===== config.mk =====
export PLATFORM = sky130hd
export DESIGN_NAME = cfg_chain_reader
export DESIGN_NICKNAME = d
export VERILOG_FILES = /design/src/rtl/cfg_chain_reader.sv
export SDC_FILE = /design/constraint.sdc
export NUM_CORES = 1
export LEC_CHECK = 0
export BUFFER_PORTS_ARGS = -buffer_cell sky130_fd_sc_hd__buf_4
export CAP_MARGIN = 0
export CORE_ASPECT_RATIO = 1.5
export CORE_MARGIN = 3
export CORE_UTILIZATION = 60
export DETAILED_ROUTE_END_ITERATION = 12
export PLACE_DENSITY = 0.83
export SYNTH_ARGS = -nofsm -noshare
export SYNTH_HDL_FRONTEND = slang
export SYNTH_SLANG_ARGS = --single-unit

===== constraint.sdc =====
create_clock -name clk -period 3.2 [get_ports clk]
set_input_delay 0.8 -clock clk [delete_from_list [all_inputs] [get_ports clk]]
set_output_delay 0.8 -clock clk [all_outputs]
set_load 0.03 [all_outputs]

===== src/rtl/cfg_chain_reader.sv =====
// Reads back a serial configuration chain and assembles the bits LSB-first into WORD_W-bit words.
// Define CFG_CHAIN_READER_LOOPBACK_EN to feed the tail back into the head so the chain is restored.
module cfg_chain_reader #(
  parameter int CHAIN_LEN = 64,
  parameter int WORD_W    = 8
) (
  input  logic              clk,
  input  logic              reset,
  input  logic              start,
  input  logic              chain_tail,
  output logic              shift_en,
  output logic              ccff_head,
  output logic [WORD_W-1:0] out_data,
  output logic              out_valid,
  input  logic              out_ready,
  output logic              busy,
  output logic              done,
  output logic [1:0]        o_dbg_state
);

  localparam int BW = $clog2(WORD_W + 1);
  localparam int TW = $clog2(CHAIN_LEN + 1);

  typedef enum logic [1:0] {IDLE, SHIFT, XFER, FIN} state_t;

  state_t            r_state;
  logic [BW-1:0]     r_bit_cnt;
  logic [TW-1:0]     r_total_cnt;
  logic [WORD_W-1:0] r_asm;
  logic [WORD_W-1:0] r_out_data;
  logic              r_out_valid;
  logic              r_done;

  logic [BW-1:0]     w_bit_nxt;
  logic [TW-1:0]     w_total_nxt;
  logic [WORD_W-1:0] w_bit_mask;
  logic              w_shift;
  logic              w_accept;
  logic              w_load;

  // Handshake: a word transfers on every edge where out_valid=1 and out_ready=1;
  // out_data is held stable while out_valid=1 and out_ready=0.
  assign w_shift     = (r_state == SHIFT) && !reset;
  assign w_bit_nxt   = r_bit_cnt + BW'(1);
  assign w_total_nxt = r_total_cnt + TW'(1);
  assign w_bit_mask  = WORD_W'(1) << r_bit_cnt;
  assign w_accept    = r_out_valid && out_ready;
  assign w_load      = (r_state == XFER) && (!r_out_valid || out_ready);

  always_ff @(posedge clk) begin
    if (reset) begin
      r_state     <= IDLE;
      r_bit_cnt   <= '0;
      r_total_cnt <= '0;
      r_asm       <= '0;
      r_out_data  <= '0;
      r_out_valid <= 1'b0;
      r_done      <= 1'b0;
    end else begin
      r_done <= 1'b0;
      if (w_accept) r_out_valid <= 1'b0;
      case (r_state)
        // A start landing on the done cycle belongs to the finished readback and is dropped.
        IDLE: if (start && !r_done) begin
          r_bit_cnt   <= '0;
          r_total_cnt <= '0;
          r_asm       <= '0;
          r_state     <= SHIFT;
        end
        SHIFT: begin
          if (chain_tail) r_asm <= r_asm | w_bit_mask;
          r_bit_cnt   <= w_bit_nxt;
          r_total_cnt <= w_total_nxt;
          if (w_bit_nxt == BW'(WORD_W) || w_total_nxt == TW'(CHAIN_LEN)) r_state <= XFER;
        end
        XFER: if (w_load) begin
          r_out_data  <= r_asm;
          r_out_valid <= 1'b1;
          r_bit_cnt   <= '0;
          r_asm       <= '0;
          r_state     <= (r_total_cnt < TW'(CHAIN_LEN)) ? SHIFT : FIN;
        end
        FIN: if (w_accept) begin
          r_done  <= 1'b1;
          r_state <= IDLE;
        end
        default: r_state <= IDLE;
      endcase
    end
  end

  assign shift_en    = w_shift;
`ifdef CFG_CHAIN_READER_LOOPBACK_EN
  assign ccff_head   = w_shift & chain_tail;
`else
  assign ccff_head   = 1'b0;
`endif
  assign out_data    = r_out_data;
  assign out_valid   = r_out_valid;
  assign busy        = (r_state != IDLE);
  assign done        = r_done;
  assign o_dbg_state = r_state;

endmodule


Word-level counts from Yosys, hierarchy flattened:

Index checks and enable logic that the tools add are counted.
Widths: inputs -> output; s select.

* memories kept: 0
* logic and storage cells: 61
* input port bits: 5
* memory bits (writable): 0
* bits in latches: 0
* register bits: 31
* output and inout port bits: 15
* ROM bits: 0

* divide/modulo/power cells: 0
* add/sub/neg operators: 2
* reduce and logical (&&, ||, !) cells: 19
* shifts and indexed selects: 1
* order comparisons: 1
* bitwise gates (word level): 2
* equality and inequality tests: 10
* $mul: 0
* mux-type cells: 19

Operators with widths (count)
* $mux 8: 3
* $pmux 8 s3: 1
* $pmux 7 s2: 1
* $pmux 4 s3: 1
* $mux 2: 5
* $mux 4: 2
* $ne 2x2->1 const B: 4
* $or 8x8->8: 1
* $pmux 2 s4: 1
* $reduce_and 4->1: 2
* $shl 1x4->8 const A: 1
* $add 7x1->7 const B: 1
* $eq 7x7->1 const B: 1
* $lt 7x7->1 const B: 1
* $mux 7: 1
* $add 4x1->4 const B: 1
* $eq 2x2->1 const B: 2
* $eq 4x4->1 const B: 1
* $logic_and 1x1->1: 4
* $mux 1: 4
* $reduce_and 2->1: 2
* $reduce_bool 2->1: 2
* $logic_not 1->1: 3
* $reduce_and 3->1: 1
* other kinds (7): 8

Longest topological paths before layout:

Gate-level depths: netlist of run 1.

* word-level depth: 5
* depth in mapped cells: 6

Worst setup path before layout of run 1:

Ideal clock, no wire load.

* path type: input to output
* start point: input reset
* end point: output shift_en
* data arrival time: 1.581 ns
* slack: 0.819 ns
* stages on the path: 3
* cell sequence: clkbuf_1 > clkbuf_1 > nor2_1

* cells in the longest elaborated chain, start to end: 2

RTL lines
* from (decl): RTL line 8 `input logic reset,`
* $logic_not 1->1: RTL line 43 `assign w_shift = (r_state == SHIFT) && !reset;`
* $logic_and 1x1->1: RTL line 43
* to (decl): RTL line 11 `output logic shift_en,`

Every way passes these cells.

Final worst setup path of run 1:

* start point: register r_state[0], in the netlist o_dbg_state[0]
* end point: output shift_en

* cells in the longest elaborated chain, start to end: 2

RTL lines
* from (decl): RTL line 26 `state_t r_state;`
* from (signal assigned): RTL line 81 `r_state <= (r_total_cnt < TW'(CHAIN_LEN)) ? SHIFT : FIN;`
* $eq 2x1->1: RTL line 43
* $logic_and 1x1->1: RTL line 43

Every way passes these cells.

==> reports/metrics.yaml, run 1 <==
sta:
  fmax_ghz: 0.4513
  worst_hold_slack_ns: 0.4587
  period_needed_ns: 2.216
  setup-violations-final: 0
  slew_violations: 0
  rsz0062_at_grt: "false"
  fin_ws_ns: 0.9840
  min_period_over_period_pct: 69.25
  tightest_slew_ns: 0.5360
  fin_skew_ns: 0.005309
  hold_violations: 0
  relSlewSlack_pct: 64.22
  setup-tns-final_ns: 0
global_route:
  grt_pass1_vias: 1197
  grt-ovfl-total: 0
  grt_max_degree: 26
  antenna_found_initial: 0
  grt_usage_pct: 22.01
  grt_pass1_wl_um: 5050
synthesis:
  synth_top_family_by_area: "compound AO/OA/AOI/OAI gates"
  yosys.cell_types.count: 43
  synth_nets: 183
  synth_ff_type: "dfxtp_1"
  synth_compound_area_share_pct: 24.27
  synth_edf_count: 0
  yosys.area_share.xor_xnor_pct: 0.5838
  yosys.area_share.adder_pct: 5.838
  synth.area.top_cells: "dfxtp_1 41%, nand2_1 7.3%, ha_1 5.8%"
  ys_ff_latch: 31
  postSynthAreaPerCell_sq_um: 8.773
  synth_seq_area_share_pct: 41.37
  synth.top_cell.area_share_pct: 41.37
  synth.largest_area_cell: "dfxtp_1"
  netlist_area_sq_mm: 0.001500
  synth_cells: 171
  synthArstFlopShare_pct: 0
  synthMuxAreaShare_pct: 0.7506
  synth-simple-area-share_pct: 20.77
  ys.warnings.count: 0
clocking:
  cts_resized: 0
  clk_latency_ns: 0.33
  cts_root_buf: "clkbuf_4"
  cts_tree: "built"
  cts_buffers: 5
  cts.htree.levels: 2
  clk_path_buf_depth: 2
  cts_setup_buffers: 0
  cts_hold_buf: 0
  clkTransAtPathRegs_ns: 0.09
  cts.sinks: 31
detailed_routing:
  finalWirelength_um: 2931
  via_count: 1247
  viasPerCell: 5.938
  avgRoutedWirePerCell_um: 13.96
  drt-initial-drc-count: 38
  first_pass_iters: 4
  drc_errors: 0
  ant_nets: 0
final_layout:
  multi_input_area_sq_um: 787.0
  fin_util_pct: 71.54
  num-fill-cells: 191
  post-route-cell-area_sq_mm: 0.001654
  drive_gt1_share_pct: 19.79
  final_nets: 198
  area_delta_synth_final_pct: 10.26
  layout.cells.non_filler: 210
  seq_area_sq_um: 620.6
  n_antenna_cell: 0
die:
  rows: 21
  ioPinCount: 20
  chipWidth_um: 46.83
  initial_utilization_pct: 64.88
  core_sq_mm: 0.002312
  fp.dieH_um: 67.24
  dieArea_sq_mm: 0.003149
pwr:
  vdd_drop_max_mv: 0.3498
  leakage_nw: 0.6261
  power_uw: 745.0
  power.density_mw_per_mm2: 450.4
placement:
  place_inst: 202
  dp_slack_ns: 1.097
  routabilityCongestion: 0.7753
  postPlaceCellArea_sq_mm: 0.001602
  io_buffers: 18
  detailed_place_hpwl_um: 2051
critical_path:
  start_kind: "flip-flop"
  worst-setup-path-type: "reg2out"
  critPathCaptureType: "output port"
  worstPathArrival_ns: 1.42
  worstPathRequired_ns: 2.40
  critPathMaxFanout: 11
worst_hold_path:
  worstHoldPathType: "reg2reg"
flow_run:
  maxCapViolCount: 0
run_status:
  outcome: "complete, no violations"
final cells by class:
class / count / share of cell area [%]
clock buffers: 5 / 2.269
clock inverters: 3 / 0.9077
inverters: 6 / 1.362
multi-input cells: 123 / 47.58
flip-flops and latches: 31 / 37.52
well taps: 23 / 1.740
repair buffers: 19 / 8.623
cell usage in the layout, fill, tap and decap left out, types with 2 or more instances in the layout:
cell	count
ha_1	7
a311oi_1	3
nor2_1	15
a211oi_1	3
a31oi_1	4
o21ai_1	4
clkinv_2	3
buf_4	19
nor3_1	2
dfxtp_1	31
a21oi_1	15
nand3_1	4
clkbuf_4	5
and2_1	4
a32o_1	6
o21ai_0	3
nand3b_1	2
inv_1	5
nand2_1	29
per-layer routing:
layer  global-route usage, %  vias to the layer above  wire length (um)
met2                   39.80                       30              1614
met1                   22.09                      581              1142
met4                   12.80                        0                44
li1                        -                      632                 -
met5                       0                        -                 0
met3                   4.000                        4               129
registers in the layout, summed over array words and instances (netlist names):
name and count:
r_asm 8, done 1, r_bit_cnt 4, out_data 8
r_total_cnt 7, o_dbg_state 2, out_valid 1
worst paths after layout:
| check | from | end | slack, ns | cells past startpoint |
|---|---|---|---|---|
| hold / removal | out_data[0] | out_data[0] | 0.46 | 2 |
| setup reg to reg | o_dbg_state[0] | r_total_cnt[5] | 1.47 | 4 |
| setup / recovery | o_dbg_state[0] | shift_en | 0.98 | 3 |
| hold reg to reg | out_data[0] | out_data[0] | 0.46 | 2 |
power breakdown:
part | internal (mW) | switching, mW | total (mW)
Clock | 0.0816 | 0.131 | 0.212
Combinational | 0.0451 | 0.0736 | 0.119
Sequential | 0.396 | 0.0178 | 0.414
Total | 0.523 | 0.222 | 0.745
Yosys cell counts (2+ instances only):
library cell	number
dfxtp_1	31
nand2_1	29
a21oi_1	15
nor2_1	15
ha_1	7
a32o_1	6
inv_1	5
a31oi_1	4
and2_1	4
clkbuf_1	4
nand3_1	4
o21ai_1	4
a211oi_1	3
a311oi_1	3
buf_4	3
o21ai_0	3
buf_2	2
buf_6	2
nand3b_1	2
nor3_1	2
logic make-up (layout without fill, tap and decap cells):
logic type / count (synthesis) / after routing
buffers and inverters: 17 / 33
XOR/XNOR: 1 / 1
AO/OA/AOI/OAI: 48 / 48
AND/OR/NAND/NOR: 65 / 65
adder cells (fa/ha/maj): 7 / 7
multiplexers: 1 / 1
other: 1 / 1
flip-flops: 31 / 31
worst max-delay path, stage by stage, from the launching register on:
cell and delay [ns]:
dfxtp_1 0.67, nand2b_4 0.14, nor2_1 0.11, buf_4 0.16
No activity file was read; power rests on OpenSTA's default activity.
==> run 2: changes to the inputs <==
Settings changed: CORE_UTILIZATION 60 to 56, PLACE_DENSITY 0.83 to 0.78.
Clock period 3.2 ns to 2.3 ns, I/O delays scaled along.
==> reports/metrics.yaml, run 2 (synthesis results as in run 1) <==
detailed_routing:
  ant_nets: 0  # unchanged
  wl_met2_um: 1570  # -2.7%
  avgRoutedWirePerCell_um: 13.26  # -5.0%
  wl_met1_um: 1174  # +2.8%
  first_pass_iters: 4  # unchanged
  dr_wl_met3_um: 138  # +7.0%
  via_count: 1272  # +2.0%
  drc_errors: 0  # unchanged
  highest_layer: "met4"
  drt-initial-drc-count: 26  # -32%
  viasPerCell: 5.704  # -3.9%
  finalWirelength_um: 2958  # +0.92%
sta:
  period_needed_ns: 2.011
  slew_violations: 0  # unchanged
  fmax_ghz: 0.4972
  tightest_slew_ns: 0.5425  # +0.006530 ns
  fin_ws_ns: 0.2887  # -0.6953 ns
  setup-violations-final: 0  # unchanged
  rsz0062_at_grt: "false"
  relSlewSlack_pct: 63.78  # -0.44 points
  fin_skew_ns: 0.007653  # +0.002343 ns
  hold_violations: 0  # unchanged
  min_period_over_period_pct: 87.45
  setup-tns-final_ns: 0  # unchanged
clocking:
  clk_path_buf_depth: 2  # unchanged
  cts_tree: "built"
  clk_latency_ns: 0.34  # about the same
  cts_root_buf: "clkbuf_4"
  cts_buffers: 5  # unchanged
  clkTransAtPathRegs_ns: 0.09  # about the same
  cts_setup_buffers: 0  # unchanged
  cts.sinks: 31  # unchanged
  cts.htree.levels: 2  # unchanged
  cts_hold_buf: 0  # unchanged
  cts_resized: 0  # unchanged
critical_path:
  r2r_cells: 6  # +2
  start_kind: "flip-flop"
  critPathCaptureType: "output port"
  critPathMaxFanout: 11  # unchanged
  r2r_start: "r_bit_cnt[0]"
  worstPathRequired_ns: 1.73  # -0.67 ns
  worstReg2RegEnd: "o_dbg_state[0]"
  worstPathArrival_ns: 1.44  # +0.02 ns
  ff2ff_setup_slack_ns: 0.54  # -0.93 ns
  worst-setup-path-type: "reg2out"
final_layout:
  area_delta_synth_final_pct: 13.59
  layout.cells.non_filler: 223  # +6.2%
  final_cell_mix: "31 x dfxtp_1, 29 x nand2_1, 19 x buf_4, 15 x nor2_1, 15 x a21oi_1"
  final_nets: 198  # unchanged
  mostFrequentLayoutCell: "dfxtp_1"
  num-fill-cells: 220  # +15%
  drive_gt1_share_pct: 19.79  # unchanged
  n_antenna_cell: 0  # unchanged
die:
  fp.dieH_um: 69.39  # +3.2%
  dieArea_sq_mm: 0.003349  # +6.4%
  initial_utilization_pct: 59.89  # -5.0 points
  rows: 22  # +4.8%
  ioPinCount: 20  # unchanged
  core_sq_mm: 0.002505  # +8.3%
  chipWidth_um: 48.26  # +3.1%
placement:
  place_inst: 215  # +6.4%
  dp_slack_ns: 0.4673  # -0.6298 ns
  detailed_place_hpwl_um: 2129  # +3.8%
  routabilityCongestion: 0.7603  # -1.9%
  io_buffers: 18  # unchanged
worst_hold_path:
  worstHoldPathType: "reg2reg"
  hold_end: "r_asm[3]"
  holdCritStartpoint: "r_asm[3]"
  worstHoldPathCells: 2  # unchanged
global_route:
  antenna_found_initial: 0  # unchanged
  grt_usage_pct: 20.48  # -1.5 points
  grt-ovfl-total: 0  # unchanged
  grt_max_degree: 26  # unchanged
  grt_pass1_vias: 1175  # -1.8%
  grt_pass1_wl_um: 5016  # -0.67%
pwr:
  vdd_drop_max_mv: 0.4351  # +24%
  leakage_nw: 0.6396  # +2.2%
  power_mw: 1.188  # +59%
  power.density_mw_per_mm2: 697.3  # +55%
run_status:
  outcome: "complete, no violations"
flow_run:
  maxCapViolCount: 0  # unchanged
[run 2: cell count changes in the layout (fill, tap and decap cells not counted)]
cell and change:
clkinv_2 -2, bufinv_16 +1, clkbuf_8 +1
[run 2: metal layers]
metal / global-route usage (%) / vias up
li1: - / 631
met1: 21.70 / 600
met2: 33.72 / 32
met3: 7.013 / 9
met4: 9.581 / 0
met5: 0 / -
[run 2: worst max-delay path, cell delays in order, from the launching register on]
cell and delay [ns]:
dfxtp_1 0.67, nand2b_4 0.15, nor2_1 0.12, buf_4 0.17
[run 2: final cells by class]
type | instances | area [sq um] | area share, %
clock inverters | 2 | 35.03 | 2.056
multi-input cells | 123 | 787.0 | 46.18
flip-flops and latches | 31 | 620.6 | 36.42
repair buffers | 19 | 142.6 | 8.370
clock buffers | 6 | 51.30 | 3.010
inverters | 6 | 22.52 | 1.322
well taps | 36 | 45.04 | 2.643
[run 2: how the worst max path moves through the flow]
stage	endpoint	start	slack, ns	depth (start not counted)
2_1_floorplan	shift_en	reset	0.37	3
3_3_place_gp	r_asm[5]	start	0.54	6
3_5_place_dp	r_asm[5]	start	0.47	6
4_1_cts	shift_en	o_dbg_state[0]	0.27	3
5_1_grt	shift_en	o_dbg_state[0]	0.19	3
6_report	shift_en	o_dbg_state[0]	0.29	3
[run 2: stage by stage]
step | util (%) | hold WS, ns | area, sq um
final | 68.03 | 0.4563 | 1704
after global routing | 68.03 | 0.4762 | 1704
after CTS | 68.03 | 0.4557 | 1704
after detailed placement | 64.59 | 0.4429 | 1618
after global placement | 64.59 | 0.4403 | 1618
after floorplan | - | 0.4254 | 1500
[run 2: report_power, final]
group	switching [mW]	total (mW)	internal, mW
clock	0.187	0.444	0.257
combinational	0.105	0.168	0.0629
sequential	0.0252	0.576	0.551
total	0.318	1.19	0.871
